[src/rtl/pipe_pkg.sv]
// -----------------------------------------------------------------------------
// pipe_pkg
//   Shared pipeline definitions for the decode-stage scoreboard:
//   - architectural register count and register index type
//   - the hardwired-zero register index
//   - a helper that tells whether an index names a trackable register
// -----------------------------------------------------------------------------
package pipe_pkg;

  localparam int NREG = 32;

  typedef logic [4:0] reg_idx_t;

  localparam reg_idx_t REG_ZERO = 5'd0;

  // Register 0 never holds a pending write and never causes a hazard.
  function automatic logic is_tracked(input reg_idx_t idx);
    return idx != REG_ZERO;
  endfunction

endpackage

[src/rtl/sb_counter.sv]
// -----------------------------------------------------------------------------
// sb_counter
//   Pending-write counter for one architectural register.
//   Ports:
//     i_clk     pipeline clock, rising edge
//     i_reset   synchronous, active-high; clears the count
//     i_inc     an issued instruction allocates this register
//     i_dec     the WB instruction retires a write to this register
//     o_cnt     current pending count
//     o_at_max  count is at its ceiling (2**CNT_W-1)
//     o_nz      count is non-zero
//   Simultaneous inc and dec leave the count unchanged. A dec at zero holds
//   at zero rather than wrapping.
// -----------------------------------------------------------------------------
module sb_counter #(
  parameter int CNT_W = 2
) (
  input  logic             i_clk,
  input  logic             i_reset,
  input  logic             i_inc,
  input  logic             i_dec,
  output logic [CNT_W-1:0] o_cnt,
  output logic             o_at_max,
  output logic             o_nz
);

  localparam logic [CNT_W-1:0] CNT_MAX = '1;

  logic [CNT_W-1:0] r_cnt;

  // NOTE: state registers use non-blocking assignments so every flop samples
  // the pre-edge values, independent of evaluation order across blocks.
  always_ff @(posedge i_clk) begin
    if (i_reset) begin
      r_cnt <= '0;
    end else begin
      case ({i_inc, i_dec})
        2'b10: if (r_cnt != CNT_MAX) r_cnt <= r_cnt + 1'b1;
        2'b01: if (r_cnt != '0)      r_cnt <= r_cnt - 1'b1;
        default: r_cnt <= r_cnt;
      endcase
    end
  end

  assign o_cnt    = r_cnt;
  assign o_at_max = (r_cnt == CNT_MAX);
  assign o_nz     = (r_cnt != '0);

  // A retire for a register with nothing in flight means WB and ID disagree.
  a_no_underflow: assert property (@(posedge i_clk) disable iff (i_reset)
    i_dec |-> (r_cnt != '0));

endmodule

[src/rtl/id_scoreboard_ctrl.sv]
// -----------------------------------------------------------------------------
// id_scoreboard_ctrl
//   Register scoreboard and issue controller for the decode stage. Counts
//   in-flight writes per architectural register between ID issue and WB
//   retire, stalls IF/ID while a source operand is pending, and bubbles ID/EX.
//   Ports:
//     i_clk          pipeline clock, rising edge
//     i_reset        synchronous, active-high
//     i_id_valid     IF/ID holds a real instruction
//     i_id_rs/rt     source register indices
//     i_id_use_rs/rt instruction reads rs / rt
//     i_id_dest      destination register (after RegDst)
//     i_id_reg_write RegWrite of the decoding instruction
//     i_id_kill      squash the ID instruction this cycle
//     i_wb_reg_write RegWrite at WB
//     i_wb_writereg  MEM/WB write register
//     o_stall        hold PC and IF/ID (combinational)
//     o_id_issue     load ID/EX; otherwise insert a bubble
//     o_busy_vec     bit r set while register r has a pending write
//     o_perf_stalls  saturating stall-cycle count
// -----------------------------------------------------------------------------
module id_scoreboard_ctrl #(
  parameter int NREG      = pipe_pkg::NREG,
  parameter int CNT_W     = 2,
  parameter bit WB_BYPASS = 1'b1,
  parameter int PERF_W    = 16
) (
  input  logic              i_clk,
  input  logic              i_reset,
  input  logic              i_id_valid,
  input  logic [4:0]        i_id_rs,
  input  logic [4:0]        i_id_rt,
  input  logic              i_id_use_rs,
  input  logic              i_id_use_rt,
  input  logic [4:0]        i_id_dest,
  input  logic              i_id_reg_write,
  input  logic              i_id_kill,
  input  logic              i_wb_reg_write,
  input  logic [4:0]        i_wb_writereg,
  output logic              o_stall,
  output logic              o_id_issue,
  output logic [NREG-1:0]   o_busy_vec,
  output logic [PERF_W-1:0] o_perf_stalls
);

  import pipe_pkg::*;

  logic [CNT_W-1:0]  w_cnt [NREG];
  logic [NREG-1:0]   w_at_max;
  logic [NREG-1:0]   w_nz;
  logic [NREG-1:0]   w_inc;
  logic [NREG-1:0]   w_dec;

  logic              w_rel;
  logic              w_hz_rs;
  logic              w_hz_rt;
  logic              w_full;
  logic              w_stall;
  logic              w_issue;
  logic              w_alloc;
  logic [CNT_W-1:0]  w_pend_rs;
  logic [CNT_W-1:0]  w_pend_rt;

  logic [PERF_W-1:0] r_perf_stalls;

  // Register 0 is hardwired zero: no counter, always idle.
  assign w_cnt[0]    = '0;
  assign w_at_max[0] = 1'b0;
  assign w_nz[0]     = 1'b0;
  assign w_inc[0]    = 1'b0;
  assign w_dec[0]    = 1'b0;

  genvar g;
  generate
    for (g = 1; g < NREG; g++) begin : g_cnt
      assign w_inc[g] = w_alloc && (i_id_dest == reg_idx_t'(g));
      assign w_dec[g] = w_rel   && (i_wb_writereg == reg_idx_t'(g));

      sb_counter #(.CNT_W(CNT_W)) u_cnt (
        .i_clk    (i_clk),
        .i_reset  (i_reset),
        .i_inc    (w_inc[g]),
        .i_dec    (w_dec[g]),
        .o_cnt    (w_cnt[g]),
        .o_at_max (w_at_max[g]),
        .o_nz     (w_nz[g])
      );
    end
  endgenerate

  // NOTE: every signal written here gets a default first, so no path leaves
  // a value unassigned and no latch is inferred.
  always_comb begin
    w_rel     = 1'b0;
    w_pend_rs = '0;
    w_pend_rt = '0;
    w_hz_rs   = 1'b0;
    w_hz_rt   = 1'b0;
    w_full    = 1'b0;
    w_stall   = 1'b0;
    w_issue   = 1'b0;
    w_alloc   = 1'b0;

    w_rel = i_wb_reg_write && is_tracked(i_wb_writereg);

    // With a write-first regfile the retiring write is already readable, so
    // its own count entry no longer blocks a consumer this cycle.
    w_pend_rs = w_cnt[i_id_rs] -
                CNT_W'(WB_BYPASS && w_rel && (i_wb_writereg == i_id_rs));
    w_pend_rt = w_cnt[i_id_rt] -
                CNT_W'(WB_BYPASS && w_rel && (i_wb_writereg == i_id_rt));

    w_hz_rs = i_id_use_rs && is_tracked(i_id_rs) && (w_pend_rs != '0);
    w_hz_rt = i_id_use_rt && is_tracked(i_id_rt) && (w_pend_rt != '0);

    // A retire to the same register this cycle frees a slot for the writer.
    w_full = i_id_reg_write && is_tracked(i_id_dest) && w_at_max[i_id_dest] &&
             !(w_rel && (i_wb_writereg == i_id_dest));

    w_stall = !i_reset && i_id_valid && !i_id_kill && (w_hz_rs || w_hz_rt || w_full);
    w_issue = !i_reset && i_id_valid && !i_id_kill && !w_stall;
    w_alloc = w_issue && i_id_reg_write && is_tracked(i_id_dest);
  end

  always_ff @(posedge i_clk) begin
    if (i_reset) begin
      r_perf_stalls <= '0;
    end else if (w_stall && (r_perf_stalls != '1)) begin
      r_perf_stalls <= r_perf_stalls + 1'b1;
    end
  end

  assign o_stall       = w_stall;
  assign o_id_issue    = w_issue;
  assign o_busy_vec    = w_nz;
  assign o_perf_stalls = r_perf_stalls;

endmodule
[config.mk]
export PLATFORM = sky130hd
export DESIGN_NAME = id_scoreboard_ctrl
export DESIGN_NICKNAME = d
export VERILOG_FILES = /design/src/rtl/pipe_pkg.sv /design/src/rtl/sb_counter.sv /design/src/rtl/id_scoreboard_ctrl.sv
export SDC_FILE = /design/constraint.sdc
export NUM_CORES = 1
export LEC_CHECK = 0
export CORE_MARGIN = 8
export CORE_UTILIZATION = 26
export DETAILED_ROUTE_END_ITERATION = 8
export PLACE_DENSITY = 0.42
export SYNTH_ARGS = -nofsm -noshare
export SYNTH_HDL_FRONTEND = slang
export SYNTH_SLANG_ARGS = --single-unit
[constraint.sdc]
create_clock -name i_clk -period 12.1 [get_ports i_clk]
set_input_delay 2.42 -clock i_clk [delete_from_list [all_inputs] [get_ports i_clk]]
set_output_delay 2.42 -clock i_clk [all_outputs]
set_load 0.1 [all_outputs]
# Word level (Yosys, flattened, before mapping)
# Cells that the tools add are included.
totals:
  ff_bits: 78
  in_bits: 28
  output_inout_bits: 50
  elab_cells: 640
classes:
  addsub: 65
  magnitude_cmp: 3
  n_eq_ne: 252
  n_mux: 101
  n_bitwise: 2
  n_reduce_logical: 185
op_table:
  columns: ["cell", "count"]
  rows:
  - ["5-bit == test (second input constant)", 32]
  - ["2-bit 2-to-1 mux", 66]
  - ["2-bit nonzero test", 64]
  - ["2-bit == test (second input constant)", 62]
  - ["2-bit by 1-bit inequality test with 1-bit output (second input constant)", 62]
  - ["2-bit case mux with 2 select lines", 31]
  - ["3-bit AND reduction", 31]
  - ["5-bit by 4-bit == test with 1-bit output (second input constant)", 16]
  - ["1-bit logical AND", 80]
  - ["2-bit by 1-bit adder with 2-bit output (second input constant)", 31]
  - ["2-bit by 1-bit == test with 1-bit output (second input constant)", 31]
  - ["2-bit inequality test (second input constant)", 31]
  - ["2-bit by 1-bit subtractor with 2-bit output (second input constant)", 31]
  - ["5-bit by 3-bit == test with 1-bit output (second input constant)", 8]
  - ["2-bit binary-select mux with 5-bit select", 2]
  - ["5-bit by 2-bit == test with 1-bit output (second input constant)", 4]
  - ["5-bit nonzero test", 4]
  - ["16-bit by 1-bit adder with 16-bit output (second input constant)", 1]
  - ["16-bit inequality test (second input constant)", 1]
  - ["5-bit == test", 3]
  - ["6-bit >= comparator (second input constant)", 2]
  - ["5-bit inverter with 6-bit output", 2]
  - ["5-bit by 1-bit == test with 1-bit output (second input constant)", 2]
  - ["5-bit by 6-bit < comparator with 1-bit output (second input constant)", 1]
  - ["other kinds (5)", 10]

# Depth between registers and ports, before layout
# Gate-level depths: netlist of the first run.
logic_depth:
  word_depth: 18
  depth_mapped: 17
  ltp_nobuf: 13

# Hierarchy
# A second synthesis of the first run with hierarchy kept.
unflattened:
  hier_cells: 822
  area_unflattened_um2: 6911.6
modules_own_cells:
  columns: ["module", "instances", "cells_each", "area_per_inst_um2", "seq_area_each_um2"]
  rows:
  - ["sb_counter", 31, 14, 123.9, 40.0]
  - ["id_scoreboard_ctrl", 1, 388, 3071.7, 320.3]

# Worst setup path after synthesis of the first run
# OpenSTA, ideal clock, no wires.
synth_path:
  path_kind: "in2out"
  startpoint: "in i_id_rt[1]"
  endpoint: "out o_id_issue"
  arrival_time_ps: 5193
  required_ps: 9680
  path_slack_ps: 4487
  stages: 10
  path_cell_list: "buf_2 > mux4_2 > nor2_1 > nor4b_1 > nor4_2 > xnor2_1 > a2111oi_4 > buf_6 > buf_2 > and2_1"
synth_via:
  elab_chain_cells: 12
  elab_cells_between_ends: 16
  cone_classes: "1 x add/sub; 1 x eq/ne; 3 x mux; 1 x bitwise; 10 x reduce/logical"
synth_rtl:
  columns: ["element", "line", "rtl"]
  rows:
  - ["start, declared", "id_scoreboard_ctrl.sv:32", "input logic [4:0] i_id_rt,"]
  - ["5-bit inverter with 6-bit output (not written as such)", "id_scoreboard_ctrl.sv:110", "w_pend_rt = w_cnt[i_id_rt] -"]
  - ["2-bit binary-select mux with 5-bit select", "id_scoreboard_ctrl.sv:110", null]
  - ["2-bit 2-to-1 mux (not written as such) (2 in series)", "id_scoreboard_ctrl.sv:110", null]
  - ["2-bit by 1-bit subtractor with 2-bit output", "id_scoreboard_ctrl.sv:110", null]
  - ["2-bit nonzero test", "id_scoreboard_ctrl.sv:114", "w_hz_rt = i_id_use_rt && is_tracked(i_id_rt) && (w_pend_rt != '0);"]
  - ["1-bit logical AND (*)", "id_scoreboard_ctrl.sv:114", null]
  - ["1-bit logical OR (*) (2 in series)", "id_scoreboard_ctrl.sv:120", "w_stall = !i_reset && i_id_valid && !i_id_kill && (w_hz_rs || w_hz_rt || w_full);"]
  - ["1-bit logical AND (*)", "id_scoreboard_ctrl.sv:120", null]
  - ["1-bit zero test (*)", "id_scoreboard_ctrl.sv:121", "w_issue = !i_reset && i_id_valid && !i_id_kill && !w_stall;"]
  - ["1-bit logical AND (*)", "id_scoreboard_ctrl.sv:121", null]
  - ["end, declared", "id_scoreboard_ctrl.sv:41", "output logic o_id_issue,"]
# Mark *: on every way between the ends. The rest lies on a longest branch, timed or not. The select of a mux whose other input is x is not followed.

# Worst setup path after layout of the first run
layout_path:
  startpoint: "in i_id_dest[0]"
  endpoint: "out o_id_issue"
layout_via:
  elab_chain_cells: 8
  elab_cells_between_ends: 13
  cone_classes: "1 x eq/ne; 2 x mux; 10 x reduce/logical"
layout_rtl:
  columns: ["element", "line", "rtl"]
  rows:
  - ["start, declared", "id_scoreboard_ctrl.sv:35", "input logic [4:0] i_id_dest,"]
  - ["1-bit binary-select mux with 5-bit select (tied with other cells)", "id_scoreboard_ctrl.sv:117", "w_full = i_id_reg_write && is_tracked(i_id_dest) && w_at_max[i_id_dest] &&"]
  - ["1-bit 2-to-1 mux (not written as such) (tied with other cells)", "id_scoreboard_ctrl.sv:117", null]
  - ["1-bit logical AND / 1-bit zero test (equally long branches)", "id_scoreboard_ctrl.sv:117, id_scoreboard_ctrl.sv:118", null]
  - ["1-bit logical AND (*)", "id_scoreboard_ctrl.sv:117", null]
  - ["1-bit logical OR (*)", "id_scoreboard_ctrl.sv:120", null]
  - ["1-bit logical AND (*)", "id_scoreboard_ctrl.sv:120", null]
  - ["1-bit zero test (*)", "id_scoreboard_ctrl.sv:121", null]
  - ["1-bit logical AND (*)", "id_scoreboard_ctrl.sv:121", null]
# Marked as above.

==> summary.md, run 1 <==
| Metric | Value |
|---|---|
| Post-synthesis net count | ~1100 |
| Clock latency at the later pin of the worst-skew pair | between 0.3 and 0.4 ns |
| Layout Cells excl Fill | 1442 |
| RSZ-0062 raised after global routing | no |
| Area delta synth->final | 13.85% |
| Worst EP required | 9.68 ns |
| CTS tree | built |
| # port buffers | between 70 and 80 |
| Endpoints failing setup | 0 |
| Synth Area per Inst | 7.564 µm² |
| Vias | 7306 |
| H-tree depth | 3 |
| Number of fill cells | roughly 3200 |
| Worst-path clk slew | 0.06 ns |
| Switch share | 0.2992 |
| Final Power | 667.0 µW |
| Worst Path Arrival | just under 7 ns |
| Worst setup path category | input port to output port |
| Predominant post-synthesis flop cell | dfxtp_1 |
| Hold crit path type | flop to flop |
| Pint | 467.5 µW |
| Startpoint types | input port |
| Final hold vios | 0 |
| Diodes inserted | 0 |
| Netlist cell types | 60 |
| Final Cycle Share | 0.7719 |
| Initial Util | 0.2645 |
| Setup bufs post-CTS | 0 |
| Reg power frac | 0.392 |
| Die width | 189.9 µm |
| Sequential element share of the synthesized area | 0.1987 |
| Share of cells above drive strength 1 | 0.1217 |
| Initial antenna violation count | 2 |
| Largest stage delay on the critical path | 1.13 ns |
| I/O pins | 78 |
| Post-route DRC violation count | 0 |
| Top-area cell type share of the netlist area | 0.1987 |
| Fin. max-slew vios | 0 |
| Async SR Flop Fraction | 0 |
| Ordered cell list for the critical path | clkdlybuf4s50_1 -> nor2_1 -> a221oi_1 -> a32o_1 -> o21ai_0 -> o211ai_2 -> a2111oi_4 -> buf_4 -> and2_1 -> clkdlybuf4s50_1 |
| MaxCap Viol Count | 0 |
| Deepest clock path buffer count | 2 |
| First DRT Iteration DRCs | 432 |
| Yosys warns | 0 |
| Drt first pass iters | 5 |
| Status | finished clean |
| Final ANT Viol Nets | 0 |
| Placed inst area | 8645 µm² |
| Maximum vdd drop | between 50 and 60 µV |
| Post-cts sizing count | 0 |
| Hold buffer count at cts | 0 |
| Post-synthesis cell area | 7859 µm² |
| Fin crit period | 9.340 ns |
| First-pass GRT wire length | 40940 µm |
| Relative slew slack | 0.2970 |
| Total track usage | 0.1448 |
| Biggest area consumer among synthesized cells | dfxtp_1 |
| CTS sink count | 78 |
| Number of synthesized flops with an enable pin | 0 |
| Logic gate share of total power | 0.168 |
| GPL Wtd Cong | 0.8701 |
| Critical path's slowest cell | clkdlybuf4s50_1 |
| Placed instance count | 1426 |
| Pwr/cell area | 74.55 nW/µm² |
| Hpwl dp | 19460 µm |
| CP endpoint kind | output port |
| Nets | 1138 |
| Worst-Margin Slew | 1.051 ns |
| # rows | 63 |
| Clock share of power | 0.439 |
| GR Overflow Total | 0 |
| Fin area | 8947 µm² |
| Chip height | 189.9 µm |
| Most used cell, CP | clkdlybuf4s50_1 |
| Clk_skew | 0.007991 ns |
| CP max FO | 29 |
| Inserted Clock Buffers | 9 |
| Fmax | between 100 and 150 MHz |
| P_sw | 199.5 µW |
| Static Leak | 3.387 nW |
| Largest net degree at the start of global routing | 82 |
| Avg WL per Cell | 17.96 µm |
| Syn Inst Count | 1039 |
| Post-layout util | 0.3011 |
| Fin Setup TNS | 0 ns |
| Final wirelength | ~26000 µm |
| Root Buffer Master | clkbuf_16 |
| Vias per inst | 5.067 |
| Full die area | 36040 µm² |
| FF+latch count, synth | 78 |
| Number of global-route vias before repair | 6977 |
| Area contributors post-synth | dfxtp_1 (20%), ha_1 (10%), nor2_1 (7.5%) |
| CORE AREA | 29720 µm² |
-- cell type report --
| cell class | count | area [µm²] | share of cell area |
|---|---|---|---|
| timing repair buffer | 81 | 793.3 | 0.08866 |
| tap | 390 | 488.0 | 0.05454 |
| sequential | 78 | 1562 | 0.1745 |
| multi-input combinational | 813 | 5562 | 0.6216 |
| clock inverter | 3 | 42.54 | 0.004755 |
| clock buffer | 13 | 260.3 | 0.02909 |
| inverter | 64 | 240.2 | 0.02685 |
-- critical path, delay by kind of cell --
| family | cells | cell delay [ns] |
|---|---|---|
| AO/OA/AOI/OAI | 5 | 1.17 |
| buffers and inverters | 3 | 2.43 |
| AND/OR/NAND/NOR | 2 | 0.87 |
-- power by group through the flow --
stage          clock network [mW]  registers (mW)  logic, mW
2_1_floorplan                   0           0.267     0.0825
3_3_place_gp                    0           0.268      0.113
3_5_place_dp                    0           0.268      0.112
4_1_cts                     0.304           0.262      0.113
5_1_grt                     0.314           0.262      0.121
6_report                    0.293           0.262      0.112
-- stage by stage --
step,hold slack (ns),setup slack [ns]
after floorplan,0.5163,4.487
after global placement,0.4816,2.868
after detailed placement,0.4822,2.836
after CTS,0.4996,2.795
after global routing,0.5179,2.554
final,0.4951,2.760
-- cells in the final DEF (no fill, tap or decap), types with 12 or more instances in the layout --
cell type / Yosys / final
ha_1: 63 / 63
clkdlybuf4s50_1: 0 / 75
o2bb2ai_1: 12 / 12
o21ai_0: 21 / 21
nand3_1: 31 / 31
a311oi_1: 18 / 18
a2111oi_0: 34 / 34
dfxtp_1: 78 / 78
xnor2_1: 12 / 12
mux4_2: 23 / 23
nor2_1: 158 / 158
nand2b_1: 43 / 43
a21oi_1: 68 / 68
inv_1: 64 / 64
or2_2: 58 / 58
nand2_1: 112 / 112
nor2b_1: 23 / 23
mux2_2: 17 / 17
-- layer usage --
layer / GRT usage / up-vias / share of wire / wire length, µm
li1: - / 3643 / - / -
met1: 0.1988 / 3442 / 0.48 / 12540
met2: 0.2232 / 186 / 0.43 / 11250
met3: 0.03552 / 31 / 0.064 / 1668
met4: 0.03788 / 4 / 0.016 / 418
met5: 0 / - / 0.0010 / 27
-- worst paths after layout --
check,depth (start not counted),slack (ns),start,end
worst max-delay path,10,2.76,i_id_dest[0],o_id_issue
worst min-delay path,2,0.50,o_perf_stalls[8]$_SDFFE_PP0P_,o_perf_stalls[8]$_SDFFE_PP0P_
worst max register to register,13,7.72,g_cnt[8].u_cnt.o_cnt[0]$_SDFFE_PP0P_,g_cnt[14].u_cnt.o_cnt[1]$_SDFFE_PP0P_
worst min register to register,2,0.50,o_perf_stalls[8]$_SDFFE_PP0P_,o_perf_stalls[8]$_SDFFE_PP0P_
-- sequential cells by signal, indices dropped and copies added, names as in the netlist --
name	cells
g_cnt.u_cnt.o_cnt	62
o_perf_stalls	16
-- cell usage after synthesis, types with 5 or more instances --
cell type  count
a2111oi_0     34
a21oi_1       68
a221oi_1       7
a311oi_1      18
buf_2         15
buf_4         33
buf_6          5
clkbuf_1      29
dfxtp_1       78
ha_1          63
inv_1         64
mux2_2        17
mux2i_1       11
mux4_2        23
nand2_1      112
nand2b_1      43
nand3_1       31
nor2_1       158
nor2b_1       23
nor4_1         5
o21ai_0       21
o22ai_1        5
o2bb2ai_1     12
o311ai_0       7
o31ai_1        5
o41ai_1        7
or2_1         11
or2_2         58
xnor2_1       12
-- kinds of logic (layout without fill, tap and decap cells) --
family | after synthesis | count (layout) | synth area share
AOI/OAI and AO/OA | 203 | 203 | 0.1844
xor gates and xnor gates | 16 | 16 | 0.01783
adders and majority gates | 63 | 63 | 0.1003
buffers and inverters | 148 | 161 | 0.09361
DFF | 78 | 78 | 0.1987
muxes | 51 | 51 | 0.1043
other | 1 | 1 | 0.0004772
and+or+nand+nor | 479 | 479 | 0.3004
(Power assumes the default switching activity.)
==> run 2, diff against run 1 <==
clock period = 8.68 ns   (was 12.1 ns; I/O delays follow)
==> run 2 against run 1 <==
Against the previous run:
- critical path depth unchanged
- worst hold slack better by 0.0044 ns
- wire length decreased by 1.2%
- total power is 48% higher
- combinational power grew 41%
- non-clock buffer count shrank 1
- sequential power increased by 39%
- register-to-register slack lost 3.5 ns
- critical path type unchanged
- largest cell class unchanged
==> summary.md, run 2 (same netlist as run 1, synthesis figures left out) <==
| Metric | Value |
|---|---|
| Post-cts sizing count | 0 (unchanged) |
| Pwr/cell area | 109.6 nW/µm² (+47%) |
| Nets | 1137 (-0.088%) |
| H-tree depth | 3 (unchanged) |
| Stages on worst setup path | 10 (unchanged) |
| Root Buffer Master | clkbuf_16 |
| Full die area | 36040 µm² (unchanged) |
| GR Overflow Total | 0 (unchanged) |
| Largest net degree at the start of global routing | 82 (unchanged) |
| Clock share of power | 0.470 (+0.031) |
| Deepest clock path buffer count | 2 (unchanged) |
| Total track usage | 0.1421 (-0.002703) |
| Area delta synth->final | 14.46% |
| Final ANT Viol Nets | 0 (unchanged) |
| Most common cell after layout, fill and taps aside | nor2_1 |
| Pint | 710.5 µW (+52%) |
| Worst Path Arrival | 5.33 ns (-1.59 ns) |
| Hold buffer count at cts | 0 (unchanged) |
| Avg WL per Cell | 17.77 µm (-1.1%) |
| Worst EP required | 6.94 ns (-2.74 ns) |
| Worst-path clk slew | 0.06 ns (about the same) |
| CP max FO | 19 (-34%) |
| Maximum vdd drop | 83.22 µV (+45%) |
| CTS sink count | 78 (unchanged) |
| Fin crit period | just over 7 ns |
| CP endpoint kind | output port |
| First DRT Iteration DRCs | 390 (-9.7%) |
| GPL Wtd Cong | 0.8160 (-6.2%) |
| Share of cells above drive strength 1 | 0.1227 (+0.001067) |
| I/O pins | 78 (unchanged) |
| Post-route DRC violation count | 0 (unchanged) |
| Final wirelength | 25600 µm (-1.2%) |
| Final setup margin | 1.611 ns (-1.149 ns) |
| Logic gate share of total power | 0.160 (-0.008) |
| Switch share | 0.2793 (-0.01986) |
| Static Leak | 3.413 nW (+0.77%) |
| Initial Util | 0.2645 (unchanged) |
| Diodes inserted | 0 (unchanged) |
| Ordered cell list for the critical path | clkdlybuf4s50_1 -> nor2b_1 -> a22oi_1 -> a32o_1 -> o21ai_0 -> o211ai_2 -> a2111o_1 -> nand2_1 -> inv_1 -> buf_4 |
| Worst Reg-to-Reg Cells | 13 (unchanged) |
| Die width | 189.9 µm (unchanged) |
| Inserted Clock Buffers | 9 (unchanged) |
| Worst setup path category | input port to output port |
| Family with the most delay on the worst path | compound AO/OA/AOI/OAI gates |
| RSZ-0062 raised after global routing | no |
| Most frequent cells in the layout | nor2_1 (158), nand2_1 (112), dfxtp_1 (78) |
| P_sw | 275.4 µW (+38%) |
| Hpwl dp | 19270 µm (-0.95%) |
| Final hold vios | 0 (unchanged) |
| Buf+Inv Stages, Crit Path | 3 (unchanged) |
| Critical path's slowest cell | clkdlybuf4s50_1 |
| Clk_skew | 0.007292 ns (-0.0006991 ns) |
| Fmax | 141.5 MHz |
| Worst Hold Depth | 2 (unchanged) |
| Drt first pass iters | 4 (-1) |
| Setup bufs post-CTS | 0 (unchanged) |
| Worst slack at placement | 1.597 ns (-1.239 ns) |
| Placed inst area | 8645 µm² (unchanged) |
| Hold crit path type | flop to flop |
| Worst-Margin Slew | 1.057 ns (+0.005813 ns) |
| Startpoint types | input port |
| First-pass GRT wire length | 40630 µm (-0.76%) |
| # rows | 63 (unchanged) |
| Status | finished clean |
| CORE AREA | 29720 µm² (unchanged) |
| CTS tree | built |
| Vias | 7168 (-1.9%) |
| Reg power frac | 0.370 (-0.022) |
| Post-layout util | 0.3027 (+0.001600) |
| Max FFs per register | 62 (unchanged) |
| Clock latency at the later pin of the worst-skew pair | 0.35 ns (about the same) |
| Initial antenna violation count | 2 (unchanged) |
| Relative slew slack | 0.2931 (-0.003888) |
| Largest stage delay on the critical path | 1.11 ns (-0.02 ns) |
| Fin area | 8995 µm² (+0.53%) |
| Number of global-route vias before repair | 7052 (+1.1%) |
| Vias per inst | 4.974 (-1.8%) |
| # port buffers | 76 (unchanged) |
| Chip height | 189.9 µm (unchanged) |
| Fin. max-slew vios | 0 (unchanged) |
| Final Cycle Share | 0.8144 |
| Fin Setup TNS | 0 ns (unchanged) |
| Endpoints failing setup | 0 (unchanged) |
| MaxCap Viol Count | 0 (unchanged) |
## run 2: worst min-delay path, delay by kind of cell (launching register included)
| kind | cells | cell delay, ns |
|---|---|---|
| simple gates | 1 | 0.06 |
| mux | 1 | 0.06 |
| flops | 1 | 0.33 |
## run 2: path summary, 6_finish.rpt
check | from | end | slack, ns
setup / recovery | i_id_dest[1] | o_stall | 1.61
hold / removal | o_perf_stalls[8]$_SDFFE_PP0P_ | o_perf_stalls[8]$_SDFFE_PP0P_ | 0.50
setup reg to reg | g_cnt[8].u_cnt.o_cnt[0]$_SDFFE_PP0P_ | g_cnt[20].u_cnt.o_cnt[1]$_SDFFE_PP0P_ | 4.22
hold reg to reg | o_perf_stalls[8]$_SDFFE_PP0P_ | o_perf_stalls[8]$_SDFFE_PP0P_ | 0.50
## run 2: through the flow
step                total power [mW]  cells  hold slack (ns)
finish                        0.9859   1441           0.4995
global route                   1.026   1441           0.5291
CTS                            1.003   1441           0.4978
detailed placement            0.5313   1425           0.4812
global placement              0.5314   1425           0.4804
floorplan                     0.4876   1039           0.5163
## run 2: routing by layer
metal / GRT usage / up-vias / part of all wire / wire length (µm)
met2: 0.2206 / 143 / 0.44 / 11190
met4: 0.03548 / 4 / 0.014 / 361
li1: - / 3635 / - / -
met3: 0.03662 / 24 / 0.066 / 1677
met5: 0 / - / 0.0011 / 27
met1: 0.1933 / 3362 / 0.48 / 12350
## run 2: final cells by class
type / count / area, µm²
clock buffer: 13 / 260.3
clock inverter: 3 / 90.09
fill: 3224 / 20720
inverter: 64 / 240.2
multi-input combinational: 813 / 5562
sequential: 78 / 1562
tap: 390 / 488.0
timing repair buffer: 80 / 793.3
## run 2: power groups by stage
stage / combinational [mW] / clock (mW) / sequential, mW
final: 0.158 / 0.463 / 0.365
after global routing: 0.170 / 0.491 / 0.365
after CTS: 0.159 / 0.479 / 0.365
after detailed placement: 0.158 / 0 / 0.373
after global placement: 0.158 / 0 / 0.373
after floorplan: 0.115 / 0 / 0.373
